**src/rtl/mem_access_seq_if.sv**
```systemverilog
// mem_access_seq_if: request, memory and response signals of the memory access sequencer
interface mem_access_seq_if;
  logic        req;
  logic [1:0]  req_op;
  logic [1:0]  req_src;
  logic [1:0]  req_size;
  logic [1:0]  addr_lo;
  logic [31:0] store_data;
  logic [31:0] mem_rdata;
  logic [2:0]  IorD_Sel;
  logic        mem_wr;
  logic [31:0] mem_wdata;
  logic [31:0] rdata_out;
  logic        busy;
  logic        done;
  logic        align_err;
  modport master (
    output req, req_op, req_src, req_size, addr_lo, store_data, mem_rdata,
    input  IorD_Sel, mem_wr, mem_wdata, rdata_out, busy, done, align_err
  );
  modport slave (
    input  req, req_op, req_src, req_size, addr_lo, store_data, mem_rdata,
    output IorD_Sel, mem_wr, mem_wdata, rdata_out, busy, done, align_err
  );
endinterface

```
**src/rtl/mem_access_seq.sv**
```systemverilog
// mem_access_seq: sequences multicycle-CPU memory accesses (read latency, sub-word RMW, aligned load return); ALIGN_CHECK_EN enables misalignment trapping
module mem_access_seq #(
  parameter int MEM_LAT = 2
) (
  input logic            clk,
  input logic            reset,
  mem_access_seq_if.slave bus
);
  localparam int CW = MEM_LAT > 1 ? $clog2(MEM_LAT) : 1;
  typedef enum logic [1:0] {IDLE, RD_WAIT, WRITE, DONE} state_t;
  state_t state, state_nxt;
  logic [1:0]    op, size, addr;
  logic [15:0]   sdata;
  logic [CW-1:0] cnt;
  logic          in_word, mis;
  logic [2:0]    req_sel, sel_nxt;
  logic [31:0]   mask, fill, merged, loaded, wdata_nxt, rdata_nxt;
  logic          wr_nxt, busy_nxt, done_nxt, err_nxt;
  assign in_word = bus.req_size == 2'b00 || bus.req_size == 2'b11;
`ifdef ALIGN_CHECK_EN
  assign mis = (bus.req_op == 2'b01 || bus.req_op == 2'b10) &&
               (bus.req_size == 2'b01 ? bus.addr_lo[0] : in_word && bus.addr_lo != 2'b00);
`else
  assign mis = 1'b0;
`endif
  assign req_sel = bus.req_op == 2'b00 ? 3'b000 :
                   bus.req_op == 2'b11 ? 3'b100 :
                   bus.req_src == 2'b01 ? 3'b010 :
                   bus.req_src == 2'b10 ? 3'b011 : 3'b001;
  assign mask   = size == 2'b10 ? 32'h0000_00FF << {addr, 3'b000} :
                  addr[1] ? 32'hFFFF_0000 : 32'h0000_FFFF;
  assign fill   = size == 2'b10 ? {4{sdata[7:0]}} : {2{sdata}};
  assign merged = (bus.mem_rdata & ~mask) | (fill & mask);
  assign loaded = op == 2'b01 && size == 2'b10 ? {24'h0, bus.mem_rdata[{addr, 3'b000} +: 8]} :
                  op == 2'b01 && size == 2'b01 ? {16'h0, addr[1] ? bus.mem_rdata[31:16] : bus.mem_rdata[15:0]} :
                  bus.mem_rdata;
  // state register
  always_ff @(posedge clk or negedge reset)
    if (!reset) state <= IDLE;
    else state <= state_nxt;
  // next-state: word stores skip the read, sub-word stores read then write
  always_comb begin
    state_nxt = state;
    case (state)
      IDLE:    state_nxt = !bus.req ? IDLE : mis ? DONE :
                           bus.req_op == 2'b10 && in_word ? WRITE : RD_WAIT;
      RD_WAIT: state_nxt = cnt != '0 ? RD_WAIT : op == 2'b10 ? WRITE : DONE;
      WRITE:   state_nxt = DONE;
      default: state_nxt = IDLE;
    endcase
  end
  // next values of the registered outputs, decoded from the upcoming state
  always_comb begin
    sel_nxt   = state_nxt == IDLE ? 3'b000 : state == IDLE ? req_sel : bus.IorD_Sel;
    wr_nxt    = state_nxt == WRITE;
    wdata_nxt = state_nxt != WRITE ? bus.mem_wdata : state == IDLE ? bus.store_data : merged;
    rdata_nxt = state == RD_WAIT && state_nxt == DONE ? loaded : bus.rdata_out;
    busy_nxt  = state_nxt != IDLE;
    done_nxt  = state_nxt == DONE;
    err_nxt   = state == IDLE && bus.req && mis;
  end
  // output registers; async reset drops mem_wr immediately
  always_ff @(posedge clk or negedge reset)
    if (!reset) begin
      bus.IorD_Sel  <= 3'b000;
      bus.mem_wr    <= 1'b0;
      bus.mem_wdata <= 32'h0;
      bus.rdata_out <= 32'h0;
      bus.busy      <= 1'b0;
      bus.done      <= 1'b0;
      bus.align_err <= 1'b0;
    end else begin
      bus.IorD_Sel  <= sel_nxt;
      bus.mem_wr    <= wr_nxt;
      bus.mem_wdata <= wdata_nxt;
      bus.rdata_out <= rdata_nxt;
      bus.busy      <= busy_nxt;
      bus.done      <= done_nxt;
      bus.align_err <= err_nxt;
    end
  // request capture and read-latency countdown
  always_ff @(posedge clk or negedge reset)
    if (!reset) begin
      op    <= 2'b00;
      size  <= 2'b00;
      addr  <= 2'b00;
      sdata <= 16'h0;
      cnt   <= '0;
    end else if (state == IDLE && bus.req) begin
      op    <= bus.req_op;
      size  <= bus.req_size;
      addr  <= bus.addr_lo;
      sdata <= bus.store_data[15:0];
      cnt   <= CW'(MEM_LAT - 1);
    end else if (state == RD_WAIT && cnt != '0) begin
      cnt   <= cnt - CW'(1);
    end
endmodule

```
**src/flat_wrapper.sv**
```systemverilog
// flat-port wrapper written by rule: the top's interface ports become plain ports
module mem_access_seq_flat 
#(
  parameter int MEM_LAT = 2
)
  (clk, reset, bus_req, bus_req_op, bus_req_src, bus_req_size, bus_addr_lo, bus_store_data, bus_mem_rdata, bus_IorD_Sel, bus_mem_wr, bus_mem_wdata, bus_rdata_out, bus_busy, bus_done, bus_align_err);
  mem_access_seq_if bus_i ();
  input logic clk;
  input logic reset;
  input wire logic [$bits(bus_i.req)-1:0] bus_req;
  input wire logic [$bits(bus_i.req_op)-1:0] bus_req_op;
  input wire logic [$bits(bus_i.req_src)-1:0] bus_req_src;
  input wire logic [$bits(bus_i.req_size)-1:0] bus_req_size;
  input wire logic [$bits(bus_i.addr_lo)-1:0] bus_addr_lo;
  input wire logic [$bits(bus_i.store_data)-1:0] bus_store_data;
  input wire logic [$bits(bus_i.mem_rdata)-1:0] bus_mem_rdata;
  output wire logic [$bits(bus_i.IorD_Sel)-1:0] bus_IorD_Sel;
  output wire logic [$bits(bus_i.mem_wr)-1:0] bus_mem_wr;
  output wire logic [$bits(bus_i.mem_wdata)-1:0] bus_mem_wdata;
  output wire logic [$bits(bus_i.rdata_out)-1:0] bus_rdata_out;
  output wire logic [$bits(bus_i.busy)-1:0] bus_busy;
  output wire logic [$bits(bus_i.done)-1:0] bus_done;
  output wire logic [$bits(bus_i.align_err)-1:0] bus_align_err;
  assign bus_i.req = bus_req;
  assign bus_i.req_op = bus_req_op;
  assign bus_i.req_src = bus_req_src;
  assign bus_i.req_size = bus_req_size;
  assign bus_i.addr_lo = bus_addr_lo;
  assign bus_i.store_data = bus_store_data;
  assign bus_i.mem_rdata = bus_mem_rdata;
  assign bus_IorD_Sel = bus_i.IorD_Sel;
  assign bus_mem_wr = bus_i.mem_wr;
  assign bus_mem_wdata = bus_i.mem_wdata;
  assign bus_rdata_out = bus_i.rdata_out;
  assign bus_busy = bus_i.busy;
  assign bus_done = bus_i.done;
  assign bus_align_err = bus_i.align_err;
  mem_access_seq #(.MEM_LAT(MEM_LAT)) u_core (.clk(clk), .reset(reset), .bus(bus_i));
endmodule
```
**config.mk**
```make
export PLATFORM = sky130hd
export DESIGN_NAME = mem_access_seq_flat
export DESIGN_NICKNAME = d
export VERILOG_FILES = /design/src/rtl/mem_access_seq_if.sv /design/src/rtl/mem_access_seq.sv /design/src/flat_wrapper.sv
export SDC_FILE = /design/constraint.sdc
export NUM_CORES = 1
export LEC_CHECK = 0
export ABC_CLOCK_PERIOD_IN_PS = 1800
export BUFFER_PORTS_ARGS = -buffer_cell sky130_fd_sc_hd__buf_4
export CAP_MARGIN = 20
export CORE_MARGIN = 2
export CORE_UTILIZATION = 43
export DETAILED_ROUTE_END_ITERATION = 8
export PLACE_DENSITY = 0.71
export SYNTH_ARGS = -nofsm -noshare
export SYNTH_HDL_FRONTEND = slang
export SYNTH_SLANG_ARGS = --single-unit
```
**constraint.sdc**
```tcl
create_clock -name clk -period 1.8 [get_ports clk]
set_input_delay 0.45 -clock clk [delete_from_list [all_inputs] [get_ports clk]]
set_output_delay 0.45 -clock clk [all_outputs]
set_load 0.01 [all_outputs]
```
==> Yosys cells after proc, flatten, opt, wreduce, memory -nomap -nowiden <==
Index checks and enable logic that the tools add are counted.
{ "totals": {"register_bits": 95, "input_bits": 75, "output_inout_bits": 71, "wordCells": 67} }
{ "op_classes": {"n_addsub": 1, "eq_ne": 14, "shifts": 2, "muxes": 20, "bitwise": 4, "reduce_logical": 14} }
{ "ops": {"columns": ["cell", "n"], "rows": [
  ["two-way mux 32 bit", 6],
  ["bitwise AND 32 bit", 2],
  ["NOT 32 bit", 1],
  ["OR 32 bit", 1],
  ["variable part select 32 x 6 -> 8 bit", 1],
  ["left shift 8 x 5 -> 32 bit (first input constant)", 1],
  ["equality test 2 bit (second input constant)", 9],
  ["two-way mux 16 bit", 1],
  ["two-way mux 3 bit", 5],
  ["equality test 2 x 1 -> 1 bit (second input constant)", 4],
  ["zero test 2 bit", 4],
  ["two-way mux 2 bit", 4],
  ["logical AND 1 bit", 6],
  ["one-hot mux 2 bit (3 select lines)", 1],
  ["nonzero test 2 bit", 3],
  ["two-way mux 1 bit", 3],
  ["!= test 2 bit (second input constant)", 1],
  ["logical OR 1 bit", 1],
  ["subtractor 1 bit (second input constant)", 1]
]} }

==> Depth between registers and ports, before layout <==
Gate-level depths: netlist (run 1).
{ "depth": {"ltp_word": 8, "mapped_depth": 8, "mapped_depth_nobuf": 5} }

==> Least setup slack after synthesis (run 1) <==
Ideal clock, no wire load.
{ "synth_timing": {"path_type": "input -> register", "from": "in bus_req_size[0]", "to": "reg u_core.bus.mem_wdata[10]", "setup_ns": 0.125, "t_arrival_ns": 1.752, "path_slack_ns": -0.078, "path_stages": 7, "path_buffers": 2, "cell_sequence": "xnor2_1 a32oi_2 or2_1 buf_6 inv_6 buf_12 mux2_4"} }
{ "synth_via": {"elab_chain_cells": 7} }
{ "synth_rtl": {"columns": ["item", "line_no", "rtl"], "rows": [
  ["start: declaration", "flat_wrapper.sv:13", "input wire logic [$bits(bus_i.req_size)-1:0] bus_req_size;"],
  ["equality test 2 bit or zero test 2 bit (tied branches)", "mem_access_seq.sv:19", "assign in_word = bus.req_size == 2'b00 || bus.req_size == 2'b11;"],
  ["logical OR 1 bit *", "mem_access_seq.sv:19", null],
  ["logical AND 1 bit *", "mem_access_seq.sv:46", "bus.req_op == 2'b10 && in_word ? WRITE : RD_WAIT;"],
  ["two-way mux 2 bit *", "mem_access_seq.sv:46", null],
  ["two-way mux 2 bit *", "mem_access_seq.sv:45", "IDLE: state_nxt = !bus.req ? IDLE : mis ? DONE :"],
  ["one-hot mux 2 bit (3 select lines) *", "mem_access_seq.sv:44", "case (state)"],
  ["!= test 2 bit *", "mem_access_seq.sv:56", "wdata_nxt = state_nxt != WRITE ? bus.mem_wdata : state == IDLE ? bus.store_data : merged;"],
  ["end signal: assignment", "mem_access_seq.sv:75", "bus.mem_wdata <= wdata_nxt;"],
  ["end: declaration", "mem_access_seq_if.sv:23", "output IorD_Sel, mem_wr, mem_wdata, rdata_out, busy, done, align_err"]
]} }
Mark *: on every way between the ends. The rest lies on a longest branch, timed or not.
A chain may end at the register's enable or synchronous reset.

==> Worst setup path in the final report (run 1) <==
{ "layout_timing": {"from": "reg u_core.size[1]", "to": "reg u_core.bus.mem_wdata[13]"} }
{ "layout_via": {"elab_chain_cells": 6} }
{ "layout_rtl": {"columns": ["item", "line_no", "rtl"], "rows": [
  ["start: declaration", "mem_access_seq.sv:12", "logic [1:0] op, size, addr;"],
  ["start signal: assignment", "mem_access_seq.sv:91", "size <= bus.req_size;"],
  ["equality test 2 bit *", "mem_access_seq.sv:30, mem_access_seq.sv:32", null],
  ["two-way mux 32 bit", "mem_access_seq.sv:30", "assign mask = size == 2'b10 ? 32'h0000_00FF << {addr, 3'b000} :"],
  ["NOT 32 bit", "mem_access_seq.sv:33", "assign merged = (bus.mem_rdata & ~mask) | (fill & mask);"],
  ["bitwise AND 32 bit", "mem_access_seq.sv:33", null],
  ["OR 32 bit *", "mem_access_seq.sv:33", null],
  ["two-way mux 32 bit *", "mem_access_seq.sv:56", null]
]} }
Marks and branches as above.

==> impl_metrics.prom, run 1 <==
# TYPE chip_impl_metric gauge
chip_impl_info{name="outcome",value="complete, no violations"} 1
chip_impl_metric{name="worst-endpoint-arrival",unit="ns"} 1.98
chip_impl_metric{name="grt_antenna_before_repair",unit=""} 0
chip_impl_metric{name="postSynthNetCount",unit=""} 505
chip_impl_metric{name="fp.dieArea",unit="mm^2"} 0.0123
chip_impl_metric{name="worst-r2r-cell-count",unit=""} 5
chip_impl_metric{name="cp.required",unit="ns"} 2.04
chip_impl_metric{name="initial_core_util",unit="%"} 43.7
chip_impl_metric{name="placementRows",unit=""} 39
chip_impl_info{name="ys_dominant_reg_cell",value="sky130_fd_sc_hd__dfrtp_1"} 1
chip_impl_metric{name="grt_pass1_wl",unit="mm"} 22.6
chip_impl_metric{name="setup_slack",unit="ns"} 0.0584
chip_impl_metric{name="met3_wl_post_dr",unit="mm"} 1.06
chip_impl_metric{name="cp_max_fo",unit=""} 8
chip_impl_metric{name="cts-buffers-inserted",unit=""} 9
chip_impl_metric{name="p_per_area",unit="mW/mm^2"} 1820
chip_impl_metric{name="async_flop_share",unit="%"} 100
chip_impl_metric{name="detailroute.via_count",unit=""} 4168
chip_impl_metric{name="detail-route-antenna-nets",unit=""} 0
chip_impl_metric{name="cp.buffers_inverters",unit=""} 1
chip_impl_metric{name="distinct_cell_type_count_after_synthesis",unit=""} 48
chip_impl_metric{name="die_w",unit="um"} 111
chip_impl_info{name="endpoint_kind",value="flop"} 1
chip_impl_metric{name="groute.usage.overall",unit="%"} 23.4
chip_impl_metric{name="num-fill-cells",unit=""} 927
chip_impl_metric{name="leakage",unit="nW"} 3.16
chip_impl_metric{name="drt_first_iter_violations",unit=""} 260
chip_impl_info{name="timing.rr.end",value="u_core.bus.mem_wdata[13]"} 1
chip_impl_metric{name="clock_path_buffers",unit=""} 2
chip_impl_metric{name="floorplan.die.height",unit="um"} 111
chip_impl_metric{name="postLayoutCellArea",unit="mm^2"} 0.00658
chip_impl_metric{name="finClkSkew",unit="ns"} 0.0114
chip_impl_metric{name="timing.max_slew.rel_slack",unit="%"} 65.2
chip_impl_info{name="start_kind",value="flop"} 1
chip_impl_metric{name="post_synthesis_register_bit_count",unit=""} 95
chip_impl_metric{name="i_o_pin_total",unit=""} 146
chip_impl_metric{name="final.hold.worst_slack",unit="ns"} 0.136
chip_impl_metric{name="number_of_endpoints_failing_setup_at_the_final_stage",unit=""} 0
chip_impl_metric{name="grt_overflow",unit=""} 0
chip_impl_metric{name="met2WireLength",unit="mm"} 7.01
chip_impl_metric{name="hold_viol",unit=""} 0
chip_impl_metric{name="clkTransAtPathRegs",unit="ns"} 0.07
chip_impl_metric{name="max_h_tree_level",unit=""} 3
chip_impl_metric{name="worstMarginPinSlew",unit="ns"} 0.523
chip_impl_metric{name="pre_cts_slack",unit="ns"} -0.0758
chip_impl_info{name="timing.hold.worst.class",value="input port to asynchronous set/reset pin"} 1
chip_impl_metric{name="drt-total-wl",unit="mm"} 14.6
chip_impl_metric{name="final.min_clock_period",unit="ns"} 1.74
chip_impl_metric{name="final_max_slew_viol_count",unit=""} 0
chip_impl_metric{name="route.detailed.vias_per_inst",unit=""} 5.73
chip_impl_metric{name="yosysSeqAreaShare",unit="%"} 48.3
chip_impl_metric{name="worst_skew_pair.late_latency",unit="ns"} 0.35
chip_impl_metric{name="clock-sinks",unit=""} 95
chip_impl_metric{name="placedInstanceArea",unit="mm^2"} 0.00624
chip_impl_metric{name="core",unit="mm^2"} 0.0113
chip_impl_metric{name="total_power",unit="mW"} 12.0
chip_impl_metric{name="instances_no_fill",unit=""} 727
chip_impl_metric{name="synthesis.area_per_instance",unit="um^2"} 11.5
chip_impl_metric{name="syn_to_final_growth",unit="%"} 33.8
chip_impl_info{name="crit_path_cell_trace",value="or3b_4, nor3b_1, buf_4, mux2i_1, mux2_4"} 1
chip_impl_metric{name="post_detailed_route_wirelength_per_cell",unit="um"} 20.1
chip_impl_metric{name="grt_pass1_vias",unit=""} 4058
chip_impl_info{name="clock_root_buffer",value="sky130_fd_sc_hd__clkbuf_16"} 1
chip_impl_metric{name="cts_hold_repair.buffers",unit=""} 0
chip_impl_metric{name="drc",unit=""} 0
chip_impl_metric{name="r2r_slack",unit="ns"} 0.06
chip_impl_metric{name="place_congestion",unit=""} 0.859
chip_impl_metric{name="min_period_over_period",unit="%"} 96.8
chip_impl_metric{name="timing.setup.tns",unit="ns"} 0
chip_impl_metric{name="routed_length_on_met1",unit="mm"} 6.14
chip_impl_metric{name="max_freq",unit="MHz"} 574
chip_impl_metric{name="post_route_cells_drive_above_1_share",unit="%"} 42.5
chip_impl_info{name="cp_top_family",value="simple AND/OR/NAND/NOR gates"} 1
chip_impl_metric{name="synth_cells",unit=""} 429
chip_impl_metric{name="largest_net_degree_at_the_start_of_global_routing",unit=""} 96
chip_impl_info{name="slowest_stage",value="sky130_fd_sc_hd__dfrtp_1"} 1
chip_impl_metric{name="insertedDiodeCount",unit=""} 0
chip_impl_metric{name="post_layout_nets",unit=""} 655
chip_impl_metric{name="yosysWarningCount",unit=""} 0
chip_impl_metric{name="ir_drop_worst_vdd",unit="uV"} 754
chip_impl_metric{name="drtPass1Iterations",unit=""} 5
chip_impl_info{name="dr.max_layer_used",value="met4"} 1
chip_impl_metric{name="max_cap_violations",unit=""} 0
chip_impl_info{name="r2r-start",value="u_core.size[1]"} 1
chip_impl_metric{name="finalCoreUtilization",unit="%"} 58.4
chip_impl_metric{name="cpPeakStageDelay",unit="ns"} 0.45
chip_impl_info{name="criticalPathCategory",value="flop to flop"} 1
chip_impl_metric{name="count_of_input_and_output_buffers",unit=""} 144
chip_impl_metric{name="syn_area",unit="mm^2"} 0.00492
chip_impl_metric{name="post-place-cells",unit=""} 709
chip_impl_info{name="cts_tree",value="yes"} 1
chip_impl_metric{name="synth-edff-count",unit=""} 0
chip_impl_metric{name="detailedPlacementHpwl",unit="mm"} 10.7
chip_impl_info{name="setup_repair_after_global_routing_missed_its_margin",value="false"} 1
logic make-up (layout without fill, tap and decap cells):
group	after synthesis	in the layout	share of synthesized area, %
xor gates and xnor gates	3	3	0.534
muxes	86	86	21.2
adders and majority gates	1	1	0.254
buffers and inverters	47	202	4.98
DFF	95	95	48.3
AOI/OAI and AO/OA	110	110	16.2
and+or+nand+nor	86	86	8.42
other	1	1	0.0762
cell usage after synthesis, types with 2 or more instances:
cell type | n | share of area [%]
sky130_fd_sc_hd__mux4_2 | 8 | 3.7
sky130_fd_sc_hd__nor2b_1 | 10 | 1.3
sky130_fd_sc_hd__nor3_1 | 2 | 0.20
sky130_fd_sc_hd__o21a_1 | 2 | 0.31
sky130_fd_sc_hd__nand3b_1 | 2 | 0.31
sky130_fd_sc_hd__a21boi_0 | 8 | 1.2
sky130_fd_sc_hd__clkbuf_1 | 19 | 1.4
sky130_fd_sc_hd__xnor2_1 | 2 | 0.36
sky130_fd_sc_hd__mux2_4 | 9 | 2.7
sky130_fd_sc_hd__a22o_1 | 16 | 2.8
sky130_fd_sc_hd__o21ai_0 | 26 | 2.6
sky130_fd_sc_hd__nand2_1 | 34 | 2.6
sky130_fd_sc_hd__nand4b_1 | 2 | 0.36
sky130_fd_sc_hd__a21oi_1 | 8 | 0.81
sky130_fd_sc_hd__a211oi_1 | 8 | 1.2
sky130_fd_sc_hd__nand2b_1 | 2 | 0.25
sky130_fd_sc_hd__and2_0 | 2 | 0.25
sky130_fd_sc_hd__o31ai_1 | 16 | 2.4
sky130_fd_sc_hd__nor2_1 | 20 | 1.5
sky130_fd_sc_hd__mux2_2 | 29 | 6.6
sky130_fd_sc_hd__o221ai_1 | 16 | 2.8
sky130_fd_sc_hd__nor3b_1 | 2 | 0.31
sky130_fd_sc_hd__buf_4 | 6 | 0.92
sky130_fd_sc_hd__nand3_1 | 2 | 0.20
sky130_fd_sc_hd__inv_1 | 11 | 0.84
sky130_fd_sc_hd__mux2i_1 | 40 | 8.1
sky130_fd_sc_hd__a221oi_1 | 8 | 1.4
sky130_fd_sc_hd__buf_2 | 5 | 0.51
sky130_fd_sc_hd__dfrtp_1 | 95 | 48
worst max-delay path by stage:
stage | slack [ns] | start | cells after the start | to
finish | 0.06 | u_core.size[1] | 5 | u_core.bus.mem_wdata[13]
global placement | -0.02 | bus_req_size[0] | 6 | u_core.bus.mem_wdata[28]
detailed placement | -0.08 | bus_req_size[0] | 6 | u_core.bus.mem_wdata[28]
CTS | 0.02 | u_core.state[0] | 5 | u_core.bus.mem_wdata[24]
floorplan | 0.005 | bus_req_size[0] | 7 | u_core.bus.mem_wdata[10]
global route | 0.007 | u_core.addr[0] | 5 | u_core.bus.mem_wdata[11]
registers in the layout, summed over array words and instances (netlist names), 2 cells and up:
name and count:
u_core.size 2, u_core.addr 2, u_core.bus.rdata_out 32, u_core.state 2, u_core.sdata 16, u_core.bus.IorD_Sel 3
u_core.op 2, u_core.bus.mem_wdata 32
repair_timing:
item / CTS / global route
resized for setup: 1 / 10
pin swaps: 0 / 1
setup buffers: 0 / 2
setup endpoints to repair: 7 / 26
power by group:
group	switching [mW]	internal, mW	leakage (nW)
Sequential	0.796	3.16	1.17
Clock	0.818	1.12	0.143
Combinational	2.98	3.09	1.84
Total	4.59	7.37	3.16
cells in the final DEF, fill, tap and decap left out, types with 9 or more instances in the layout:
cell type                     n
sky130_fd_sc_hd__o21ai_0     26
sky130_fd_sc_hd__o31ai_1     16
sky130_fd_sc_hd__clkbuf_16    9
sky130_fd_sc_hd__nor2b_1      9
sky130_fd_sc_hd__mux2_4       9
sky130_fd_sc_hd__nor2_1      20
sky130_fd_sc_hd__o221ai_1    16
sky130_fd_sc_hd__mux2_2      29
sky130_fd_sc_hd__dfrtp_1     92
sky130_fd_sc_hd__buf_4      171
sky130_fd_sc_hd__mux2i_1     40
sky130_fd_sc_hd__nand2_1     34
sky130_fd_sc_hd__a22o_1      16
sky130_fd_sc_hd__inv_1       11
layout make-up:
| class | instances | area, um^2 | area share (%) |
|---|---|---|---|
| clock buffers | 12 | 246 | 3.74 |
| clock inverters | 4 | 55.1 | 0.836 |
| inverters | 12 | 50.0 | 0.760 |
| multi-input cells | 287 | 2330 | 35.4 |
| flip-flops and latches | 95 | 2380 | 36.2 |
| well taps | 143 | 179 | 2.72 |
| repair buffers | 174 | 1340 | 20.4 |
layer usage:
metal / GRT usage (%) / vias to the layer above
met5: 0 / -
met2: 36.9 / 189
met4: 9.67 / 0
met1: 31.9 / 2064
met3: 4.70 / 28
li1: - / 1887
Note: power is estimated with default switching activity, not from simulation.
==> inputs of run 2 (changes only) <==
- CORE_ASPECT_RATIO: unset -> 0.8
- CORE_MARGIN: 2 -> unset
==> run 2 against run 1 <==
  * First-iteration DRC count rose by 22%
  * Total power rose by 1.2%
  * Via count rose by 1.4%
  * Utilization rose by 1.9 points
  * Worst setup slack got worse by 0.0046 ns
  * Sequential power barely moved
  * Critical path depth did not move
  * Sequential share of layout area fell by 0.33 points
  * Register-to-register slack barely moved
  * Highest routed layer unchanged
==> impl_metrics.prom, run 2 (synthesis gave the netlist of run 1 again) <==
# TYPE chip_impl_metric gauge
chip_impl_info{name="outcome",value="complete, no violations"} 1
chip_impl_metric{name="instances_no_fill",unit=""} 729
chip_impl_metric{name="p_per_area",unit="mW/mm^2"} 1820
chip_impl_metric{name="post_cts.repair.setup_buffers",unit=""} 0
chip_impl_metric{name="cts_repair_resize_count",unit=""} 0
chip_impl_metric{name="min_period_over_period",unit="%"} 97.0
chip_impl_info{name="timing.hold.worst.class",value="input port to asynchronous set/reset pin"} 1
chip_impl_metric{name="post_layout_nets",unit=""} 656
chip_impl_info{name="timing.rr.end",value="u_core.bus.mem_wdata[31]"} 1
chip_impl_info{name="criticalPathCategory",value="flop to flop"} 1
chip_impl_metric{name="num-fill-cells",unit=""} 935
chip_impl_info{name="biggest_registers_after_layout",value="u_core.bus.mem_wdata x32, u_core.bus.rdata_out x32, u_core.sdata x16"} 1
chip_impl_info{name="final_cell_mix",value="sky130_fd_sc_hd__buf_4 (168), sky130_fd_sc_hd__dfrtp_1 (93), sky130_fd_sc_hd__mux2i_1 (39), sky130_fd_sc_hd__nand2_1 (34), sky130_fd_sc_hd__mux2_2 (29)"} 1
chip_impl_metric{name="max_cap_violations",unit=""} 0
chip_impl_metric{name="r2r_slack",unit="ns"} 0.05
chip_impl_info{name="final_common_cell",value="sky130_fd_sc_hd__buf_4"} 1
chip_impl_metric{name="clock-sinks",unit=""} 95
chip_impl_metric{name="cts-buffers-inserted",unit=""} 9
chip_impl_info{name="setup_repair_after_global_routing_missed_its_margin",value="true"} 1
chip_impl_metric{name="grt_antenna_before_repair",unit=""} 0
chip_impl_metric{name="place_congestion",unit=""} 0.848
chip_impl_metric{name="floorplan.die.height",unit="um"} 97.7
chip_impl_metric{name="detail-route-antenna-nets",unit=""} 0
chip_impl_info{name="critPathLaunch",value="u_core.size[1]"} 1
chip_impl_info{name="start_kind",value="flop"} 1
chip_impl_metric{name="cp.required",unit="ns"} 2.03
chip_impl_metric{name="clock_path_buffers",unit=""} 2
chip_impl_metric{name="multiInputGateArea",unit="mm^2"} 0.00233
chip_impl_info{name="endpoint_kind",value="flop"} 1
chip_impl_metric{name="insertedDiodeCount",unit=""} 0
chip_impl_metric{name="cts_hold_repair.buffers",unit=""} 0
chip_impl_metric{name="core",unit="mm^2"} 0.0110
chip_impl_metric{name="hold_viol",unit=""} 0
chip_impl_metric{name="detailroute.via_count",unit=""} 4225
chip_impl_metric{name="worstMarginPinSlew",unit="ns"} 0.515
chip_impl_info{name="clock_root_buffer",value="sky130_fd_sc_hd__clkbuf_16"} 1
chip_impl_metric{name="die_w",unit="um"} 122
chip_impl_metric{name="clkTransAtPathRegs",unit="ns"} 0.06
chip_impl_metric{name="detailedPlacementHpwl",unit="mm"} 11.2
chip_impl_metric{name="drc",unit=""} 0
chip_impl_metric{name="cp_max_fo",unit=""} 10
chip_impl_metric{name="finClkSkew",unit="ns"} 0.00638
chip_impl_metric{name="largest_net_degree_at_the_start_of_global_routing",unit=""} 35
chip_impl_metric{name="max_h_tree_level",unit=""} 3
chip_impl_metric{name="number_of_endpoints_failing_setup_at_the_final_stage",unit=""} 0
chip_impl_metric{name="final.min_clock_period",unit="ns"} 1.75
chip_impl_metric{name="count_of_input_and_output_buffers",unit=""} 144
chip_impl_metric{name="timing.max_slew.rel_slack",unit="%"} 65.6
chip_impl_metric{name="grt_pass1_vias",unit=""} 4017
chip_impl_metric{name="drt-total-wl",unit="mm"} 15.0
chip_impl_metric{name="worst_skew_pair.late_latency",unit="ns"} 0.34
chip_impl_metric{name="post-place-cells",unit=""} 713
chip_impl_metric{name="groute.usage.overall",unit="%"} 25.8
chip_impl_metric{name="i_o_pin_total",unit=""} 146
chip_impl_metric{name="fp.dieArea",unit="mm^2"} 0.0119
chip_impl_metric{name="final_max_slew_viol_count",unit=""} 0
chip_impl_metric{name="grt_pass1_wl",unit="mm"} 22.9
chip_impl_metric{name="route.detailed.vias_per_inst",unit=""} 5.80
chip_impl_info{name="timing.critical_path.to",value="u_core.bus.mem_wdata[31]"} 1
chip_impl_info{name="cts_tree",value="yes"} 1
chip_impl_metric{name="initial_core_util",unit="%"} 44.7
chip_impl_metric{name="worst-endpoint-arrival",unit="ns"} 1.97
chip_impl_metric{name="placementRows",unit=""} 34
chip_impl_metric{name="leakage",unit="nW"} 3.18
chip_impl_metric{name="post_route_cells_drive_above_1_share",unit="%"} 42.6
chip_impl_metric{name="drtPass1Iterations",unit=""} 5
chip_impl_metric{name="max_freq",unit="MHz"} 573
chip_impl_metric{name="finalCoreUtilization",unit="%"} 60.3
chip_impl_metric{name="worst-r2r-cell-count",unit=""} 5
chip_impl_metric{name="seqCellArea",unit="mm^2"} 0.00238
chip_impl_metric{name="drt_first_iter_violations",unit=""} 317
chip_impl_metric{name="total_power",unit="mW"} 12.1
chip_impl_metric{name="post_detailed_route_wirelength_per_cell",unit="um"} 20.6
chip_impl_metric{name="ir_drop_worst_vdd",unit="uV"} 805
chip_impl_info{name="r2r-start",value="u_core.size[1]"} 1
chip_impl_metric{name="grt_overflow",unit=""} 0
chip_impl_metric{name="syn_to_final_growth",unit="%"} 34.9
[run 2: changes by cell type in the layout (fill, tap and decap cells not counted), moves of 2 or more]
cell,previous run,this run
sky130_fd_sc_hd__buf_12,3,7
sky130_fd_sc_hd__clkinv_4,3,1
sky130_fd_sc_hd__buf_4,171,168
sky130_fd_sc_hd__clkinvlp_4,1,3
[run 2: worst min-delay path by stage]
stage / start / end / slack [ns] / cells past startpoint
3_5_place_dp: reset / u_core.bus.rdata_out[23] / 0.45 / 1
4_1_cts: reset / u_core.bus.rdata_out[23] / 0.08 / 1
2_1_floorplan: reset / u_core.addr[0] / 0.15 / 0
5_1_grt: reset / u_core.bus.rdata_out[22] / 0.1 / 1
6_report: reset / u_core.bus.rdata_out[23] / 0.07 / 1
3_3_place_gp: reset / u_core.bus.rdata_out[22] / 0.44 / 1
[run 2: layout make-up]
cell class                      count  area share [%]
Inverter                           12           0.754
Multi-Input combinational cell    287            35.1
Clock inverter                      5           0.867
Timing Repair Buffer              175            21.1
Tap cell                          144            2.71
Clock buffer                       11            3.66
Sequential cell                    95            35.8
[run 2: critical path, cell delays in order (launching register included)]
cell and delay, ns:
sky130_fd_sc_hd__dfrtp_2 0.43, sky130_fd_sc_hd__nor2b_1 0.27, sky130_fd_sc_hd__buf_12 0.18, sky130_fd_sc_hd__mux2i_1 0.28, sky130_fd_sc_hd__o221ai_1 0.17, sky130_fd_sc_hd__mux2_4 0.28
[run 2: metal layers]
| metal | up-vias | track usage, % | share of wire, % |
|---|---|---|---|
| met1 | 2108 | 38.2 | 45 |
| met4 | 0 | 6.17 | 1.5 |
| met3 | 18 | 5.99 | 8.4 |
| li1 | 1878 | - | - |
| met2 | 221 | 37.8 | 45 |
| met5 | - | 0 | 0 |
[run 2: through the flow]
step                       TNS, ns  setup WS (ns)  area (um^2)  hold slack [ns]
after global routing      -0.00884       -0.00879         6640           0.0988
after detailed placement    -0.818        -0.0790         6310            0.446
final                            0         0.0537         6640           0.0727
after global placement      -0.248        -0.0363         6310            0.441
after floorplan                  0        0.00511         4930            0.154
after CTS                        0        0.00327         6620           0.0842
[run 2: power by group]
group          internal, mW  total (mW)  switching [mW]
registers              3.16        3.99           0.830
clock network          1.11        1.92           0.805
logic                  3.20        6.21            3.01
total                  7.48        12.1            4.64
